===== src/rtl/mem_bus_ctrl.sv =====
// Memory-mapped bus controller: decodes CPU load/store accesses onto NUM_SLV slaves
// via base/mask pairs, waits a per-slave read latency, and stalls the CPU until done.
module mem_bus_ctrl #(
    parameter int unsigned DATA_W  = 22,
    parameter int unsigned ADDR_W  = 22,
    parameter int unsigned NUM_SLV = 2,
    parameter logic [NUM_SLV*ADDR_W-1:0] SLV_BASE = {22'h080000, 22'h000000},
    parameter logic [NUM_SLV*ADDR_W-1:0] SLV_MASK = {22'h380000, 22'h3F0000},
    parameter logic [NUM_SLV*4-1:0]      SLV_LAT  = {4'd1, 4'd0},
    parameter logic [NUM_SLV*$clog2(DATA_W+1)-1:0] SLV_DW = {5'd8, 5'd22}
) (
    input  logic                      clk,
    input  logic                      reset,
    input  logic                      cpu_req,
    input  logic                      cpu_we,
    input  logic [ADDR_W-1:0]         cpu_adr,
    input  logic [DATA_W-1:0]         cpu_wdata,
    output logic [DATA_W-1:0]         cpu_rdata,
    output logic                      cpu_stall,
    output logic                      cpu_err,
    output logic [7:0]                err_cnt,
    output logic [NUM_SLV-1:0]        slv_sel,
    output logic                      slv_we,
    output logic [ADDR_W-1:0]         slv_adr,
    output logic [DATA_W-1:0]         slv_wdata,
    input  logic [NUM_SLV*DATA_W-1:0] slv_rdata
);

    localparam int unsigned IDX_W = (NUM_SLV > 1) ? $clog2(NUM_SLV) : 1;
    localparam int unsigned DW_W  = $clog2(DATA_W + 1);

    typedef enum logic [1:0] {IDLE, ISSUE, WAIT, DONE} state_t;

    state_t             state, state_nxt;
    logic               hit;
    logic [IDX_W-1:0]   hit_idx;
    logic [ADDR_W-1:0]  hit_off;
    logic [NUM_SLV-1:0] sel_dec;
    logic [IDX_W-1:0]   idx_q;
    logic [3:0]         cnt;
    logic [3:0]         lat_sel;
    logic [DW_W-1:0]    dw_sel;
    logic [DATA_W-1:0]  rd_slice;
    logic [DATA_W-1:0]  rd_masked;

    // Scan from the top index down so the lowest matching slave wins.
    always_comb begin
        hit     = 1'b0;
        hit_idx = '0;
        for (int unsigned i = NUM_SLV; i > 0; i--) begin
            if ((cpu_adr & SLV_MASK[(i-1)*ADDR_W +: ADDR_W]) == SLV_BASE[(i-1)*ADDR_W +: ADDR_W]) begin
                hit     = 1'b1;
                hit_idx = IDX_W'(i - 1);
            end
        end
    end

    always_comb begin
        hit_off          = cpu_adr & ~SLV_MASK[hit_idx*ADDR_W +: ADDR_W];
        sel_dec          = '0;
        sel_dec[hit_idx] = 1'b1;
    end

    always_comb begin
        lat_sel  = SLV_LAT[idx_q*4 +: 4];
        dw_sel   = SLV_DW[idx_q*DW_W +: DW_W];
        rd_slice = slv_rdata[idx_q*DATA_W +: DATA_W];
        rd_masked = '0;
        for (int unsigned b = 0; b < DATA_W; b++) begin
            rd_masked[b] = rd_slice[b] & (b < 32'(dw_sel));
        end
    end

    always_ff @(posedge clk or negedge reset) begin
        if (!reset) begin
            state <= IDLE;
        end else begin
            state <= state_nxt;
        end
    end

    always_comb begin
        state_nxt = state;
        case (state)
            IDLE: begin
                if (cpu_req) begin
                    state_nxt = hit ? ISSUE : DONE;
                end
            end
            ISSUE: begin
                if (slv_we || (lat_sel == 4'd0)) begin
                    state_nxt = DONE;
                end else begin
                    state_nxt = WAIT;
                end
            end
            WAIT: begin
                if (cnt == 4'd0) begin
                    state_nxt = DONE;
                end
            end
            DONE:    state_nxt = IDLE;
            default: state_nxt = IDLE;
        endcase
    end

    always_comb begin
        cpu_stall = cpu_req && (state != DONE);
    end

    // slv_we doubles as the latched write flag for the access in flight.
    always_ff @(posedge clk or negedge reset) begin
        if (!reset) begin
            idx_q     <= '0;
            cnt       <= '0;
            cpu_rdata <= '0;
            cpu_err   <= 1'b0;
            err_cnt   <= '0;
            slv_sel   <= '0;
            slv_we    <= 1'b0;
            slv_adr   <= '0;
            slv_wdata <= '0;
        end else begin
            cpu_err <= 1'b0;
            slv_sel <= '0;
            case (state)
                IDLE: begin
                    if (cpu_req) begin
                        if (hit) begin
                            idx_q     <= hit_idx;
                            slv_sel   <= sel_dec;
                            slv_we    <= cpu_we;
                            slv_adr   <= hit_off;
                            slv_wdata <= cpu_wdata;
                        end else begin
                            cpu_err <= 1'b1;
                            if (err_cnt != 8'hFF) begin
                                err_cnt <= err_cnt + 8'd1;
                            end
                            if (!cpu_we) begin
                                cpu_rdata <= '0;
                            end
                        end
                    end
                end
                ISSUE: begin
                    if (!slv_we) begin
                        if (lat_sel == 4'd0) begin
                            cpu_rdata <= rd_masked;
                        end else begin
                            cnt <= lat_sel - 4'd1;
                        end
                    end
                end
                WAIT: begin
                    if (cnt == 4'd0) begin
                        cpu_rdata <= rd_masked;
                    end else begin
                        cnt <= cnt - 4'd1;
                    end
                end
                default: ;
            endcase
        end
    end

endmodule


===== config.mk =====
export PLATFORM = sky130hd
export DESIGN_NAME = mem_bus_ctrl
export DESIGN_NICKNAME = d
export VERILOG_FILES = /design/src/rtl/mem_bus_ctrl.sv
export SDC_FILE = /design/constraint.sdc
export NUM_CORES = 1
export LEC_CHECK = 0
export BUFFER_PORTS_ARGS = -buffer_cell sky130_fd_sc_hd__buf_2
export CELL_PAD_IN_SITES_DETAIL_PLACEMENT = 0
export CELL_PAD_IN_SITES_GLOBAL_PLACEMENT = 1
export CORE_UTILIZATION = 38
export DETAILED_ROUTE_END_ITERATION = 12
export PLACE_DENSITY_LB_ADDON = 0.2
export SLEW_MARGIN = 20
export SYNTH_ARGS = -nofsm -noshare
export SYNTH_HDL_FRONTEND = slang
export SYNTH_SLANG_ARGS = --single-unit

===== constraint.sdc =====
create_clock -name clk -period 4.3 [get_ports clk]
set_input_delay 0.215 -clock clk [delete_from_list [all_inputs] [get_ports clk]]
set_output_delay 0.215 -clock clk [all_outputs]
set_load 0.005 [all_outputs]

==> metrics.yaml <==
global_route:
  grt_overflow: 0
  antenna_found_initial: 0
  grt_use_total: 0.162
  grt_max_degree: 83
  grt_pass1_wl_um: 12400
  grt_pass1_vias: 2516
power:
  peakVddDrop_mv: 0.278
  power_leakage_nw: 2.60
  finalPower_mw: 3.01
  power.net_switching_mw: 0.948
  pwr-share-seq: 0.400
  p_per_area_nw_per_um2: 626
  combPwrFrac: 0.377
  swShare: 0.315
  clkPwrFrac: 0.223
  p_int_mw: 2.06
route:
  viasPerCell: 4.55
  num_vias: 2610
  drt_iter0_markers: 46
  avgRoutedWirePerCell_um: 13.6
  drt-total-wl_um: 7820
  dr.pass1.iters: 4
  drtAntennaViolNets: 0
  drc: 0
synthesis:
  muxShareOfSynthArea: 0.226
  ys_async_sr_fraction: 1.00
  synth_top_area_cell: "dfrtp_1"
  ys.flop_type: "dfrtp_1"
  synth_xor_area_frac: 0.0144
  synth_edf_count: 0
  synthCells: 284
  synth_area_per_cell_um2: 12.9
  ys_warn_count: 0
  yosys.area_share.adder: 0.0274
  synth_area_leaders: "dfrtp_1 (56%), mux2_2 (14%), mux2i_1 (6.6%), nand2_1 (2.9%), ha_1 (2.7%)"
  synth_compound_area_frac: 0.0438
  synth_common_cells: "dfrtp_1 (82), mux2_2 (44), nand2_1 (28)"
  yosysUniqueCellTypes: 40
  synthSimpleGateAreaFrac: 0.0869
  synth-seq-area-share: 0.561
  yosysMostFrequentCell: "dfrtp_1"
  yosysTopAreaCellShare: 0.561
  synth.ff_latch_count: 82
  netlist_area_um2: 3660
  synth_top_family_by_area: "multiplexers"
place:
  globalplace.congestion: 0.750
  dp_cells: 557
  hpwl_um: 5620
  io_buffer_count: 153
  place_ws_ps: 1610
layout:
  area_delta_synth_final_pct: 31.6
  fillCellCount: 883
  drive_gt1_frac: 0.515
  stdcell_count: 574
  nets: 540
  diodes: 0
floorplan:
  dieHeight_um: 100
  dieWidth_um: 100
  start_util: 0.394
  num_rows: 35
  fp.dieArea_um2: 10000
  core_area_um2: 9280
  ioPinCount: 171
setup_path:
  critical_path.max_fanout: 22
  arrival_ps: 2890
  path_class: "flop to flop"
  reg2reg_slack_ps: 1630
  critPathRequiredTime_ps: 4530
  crit_slowest_cell: "nand4bb_2"
  critPathTopFamily: "simple AND/OR/NAND/NOR gates"
  path_cells: "inv_1 > ha_1 > o41ai_4 > o21ai_2 > nand4bb_2 > mux2_4"
  endpoint_kind: "flop"
  critical_path_buf_inv_count: 1
  cp-start-kind: "flop"
  slowest_delay_ps: 900
timing:
  setup_viol: 0
  rsz0062_at_grt: "no"
  timing.final.ws_setup_ps: 1630
  post-route-min-period_ps: 2670
  max_freq_mhz: 375
  timing.setup.tns_ps: 0
  tightest_slew_ps: 953
  period_share: 0.620
  holdWs_ps: 88.4
  maxSlewHeadroom: 0.364
  report.final.slew_viol_count: 0
  skew_ps: 10.2
  hold_violations: 0
cts:
  cts_htree_levels: 3
  cts_buffer_depth: 2
  clockRootBuffer: "clkbuf_8"
  clk_pin_slew_ps: 90
  cts_sinks: 82
  post-cts-setup-buffers: 0
  clk_latency_ps: 350
  numCtsBuffers: 9
  cts_tree: "yes"
run_status:
  status: "completed"
run:
  maxCapViolCount: 0
min_path:
  hp-class: "input pin to flop"
## final cells by class
cell class | instances | area [um^2] | area share
Sequential cell | 82 | 2050 | 0.427
Clock buffer | 10 | 128 | 0.0265
Clock inverter | 6 | 113 | 0.0234
Timing Repair Buffer | 155 | 790 | 0.164
Tap cell | 129 | 161 | 0.0336
Inverter | 20 | 75.1 | 0.0156
Multi-Input combinational cell | 172 | 1490 | 0.310
## path summary, 6_finish.rpt
check,start,depth (start not counted),to
min in group asynchronous,reset,2,cpu_rdata[9]$_DFFE_PN0P_
max in group asynchronous,reset,2,cnt[2]$_DFFE_PN0P_
worst max-delay path,state[0]$_DFFE_PN0P_,6,cpu_rdata[5]$_DFFE_PN0P_
worst min-delay path,cpu_wdata[8],2,slv_wdata[8]$_DFFE_PN0P_
worst max register to register,state[0]$_DFFE_PN0P_,6,cpu_rdata[5]$_DFFE_PN0P_
worst min register to register,slv_wdata[16]$_DFFE_PN0P_,1,slv_wdata[16]$_DFFE_PN0P_
## cells by family after synthesis
family | after synthesis
adders and majority gates | 8
muxes | 74
xor gates and xnor gates | 6
AOI/OAI and AO/OA | 21
other | 1
buffers and inverters | 32
and+or+nand+nor | 60
DFF | 82
## layout by cell type, fill, tap and decap left out, types with 4 or more instances in the layout
| cell type | instances |
|---|---|
| ha_1 | 8 |
| buf_2 | 152 |
| clkbuf_8 | 9 |
| dfrtp_1 | 82 |
| xnor2_1 | 5 |
| mux2i_1 | 24 |
| mux2_4 | 6 |
| nand4_1 | 4 |
| nand2_1 | 28 |
| inv_1 | 20 |
| o21ai_0 | 8 |
| mux2_2 | 44 |
| nor2b_1 | 9 |
## power by group through the flow
stage	sequential [mW]	combinational, mW	clock, mW
detailed placement	1.22	1.16	0
global placement	1.21	1.14	0
finish	1.20	1.14	0.671
floorplan	1.22	0.717	0
global route	1.25	1.26	0.729
CTS	1.21	1.16	0.690
## stage by stage
step                instance area (um^2)   util
global route                        4810  0.518
finish                              4810  0.518
CTS                                 4790  0.516
global placement                    4550  0.491
floorplan                           3660      -
detailed placement                  4550  0.491
## sequential cells by signal (all words and copies together) (netlist names)
register and flops:
cnt 4, cpu_err 1, cpu_rdata 22, err_cnt 8, idx_q 1, slv_adr 19
slv_sel 2, slv_wdata 22, slv_we 1, state 2
## routing by layer
layer / up-vias / track usage / routed length, um
met5: - / 0 / 0
met4: 0 / 0.0602 / 116
met3: 9 / 0.0411 / 346
met2: 60 / 0.267 / 3970
met1: 1270 / 0.207 / 3390
li1: 1271 / - / -
## timing repair
| action | 4_1_cts | 5_1_grt |
|---|---|---|
| endpoints found under the hold margin | 0 | 82 |
| gates resized for setup | 0 | 0 |
| hold buffers | 0 | 1 |
No activity file was read; power rests on OpenSTA's default activity.
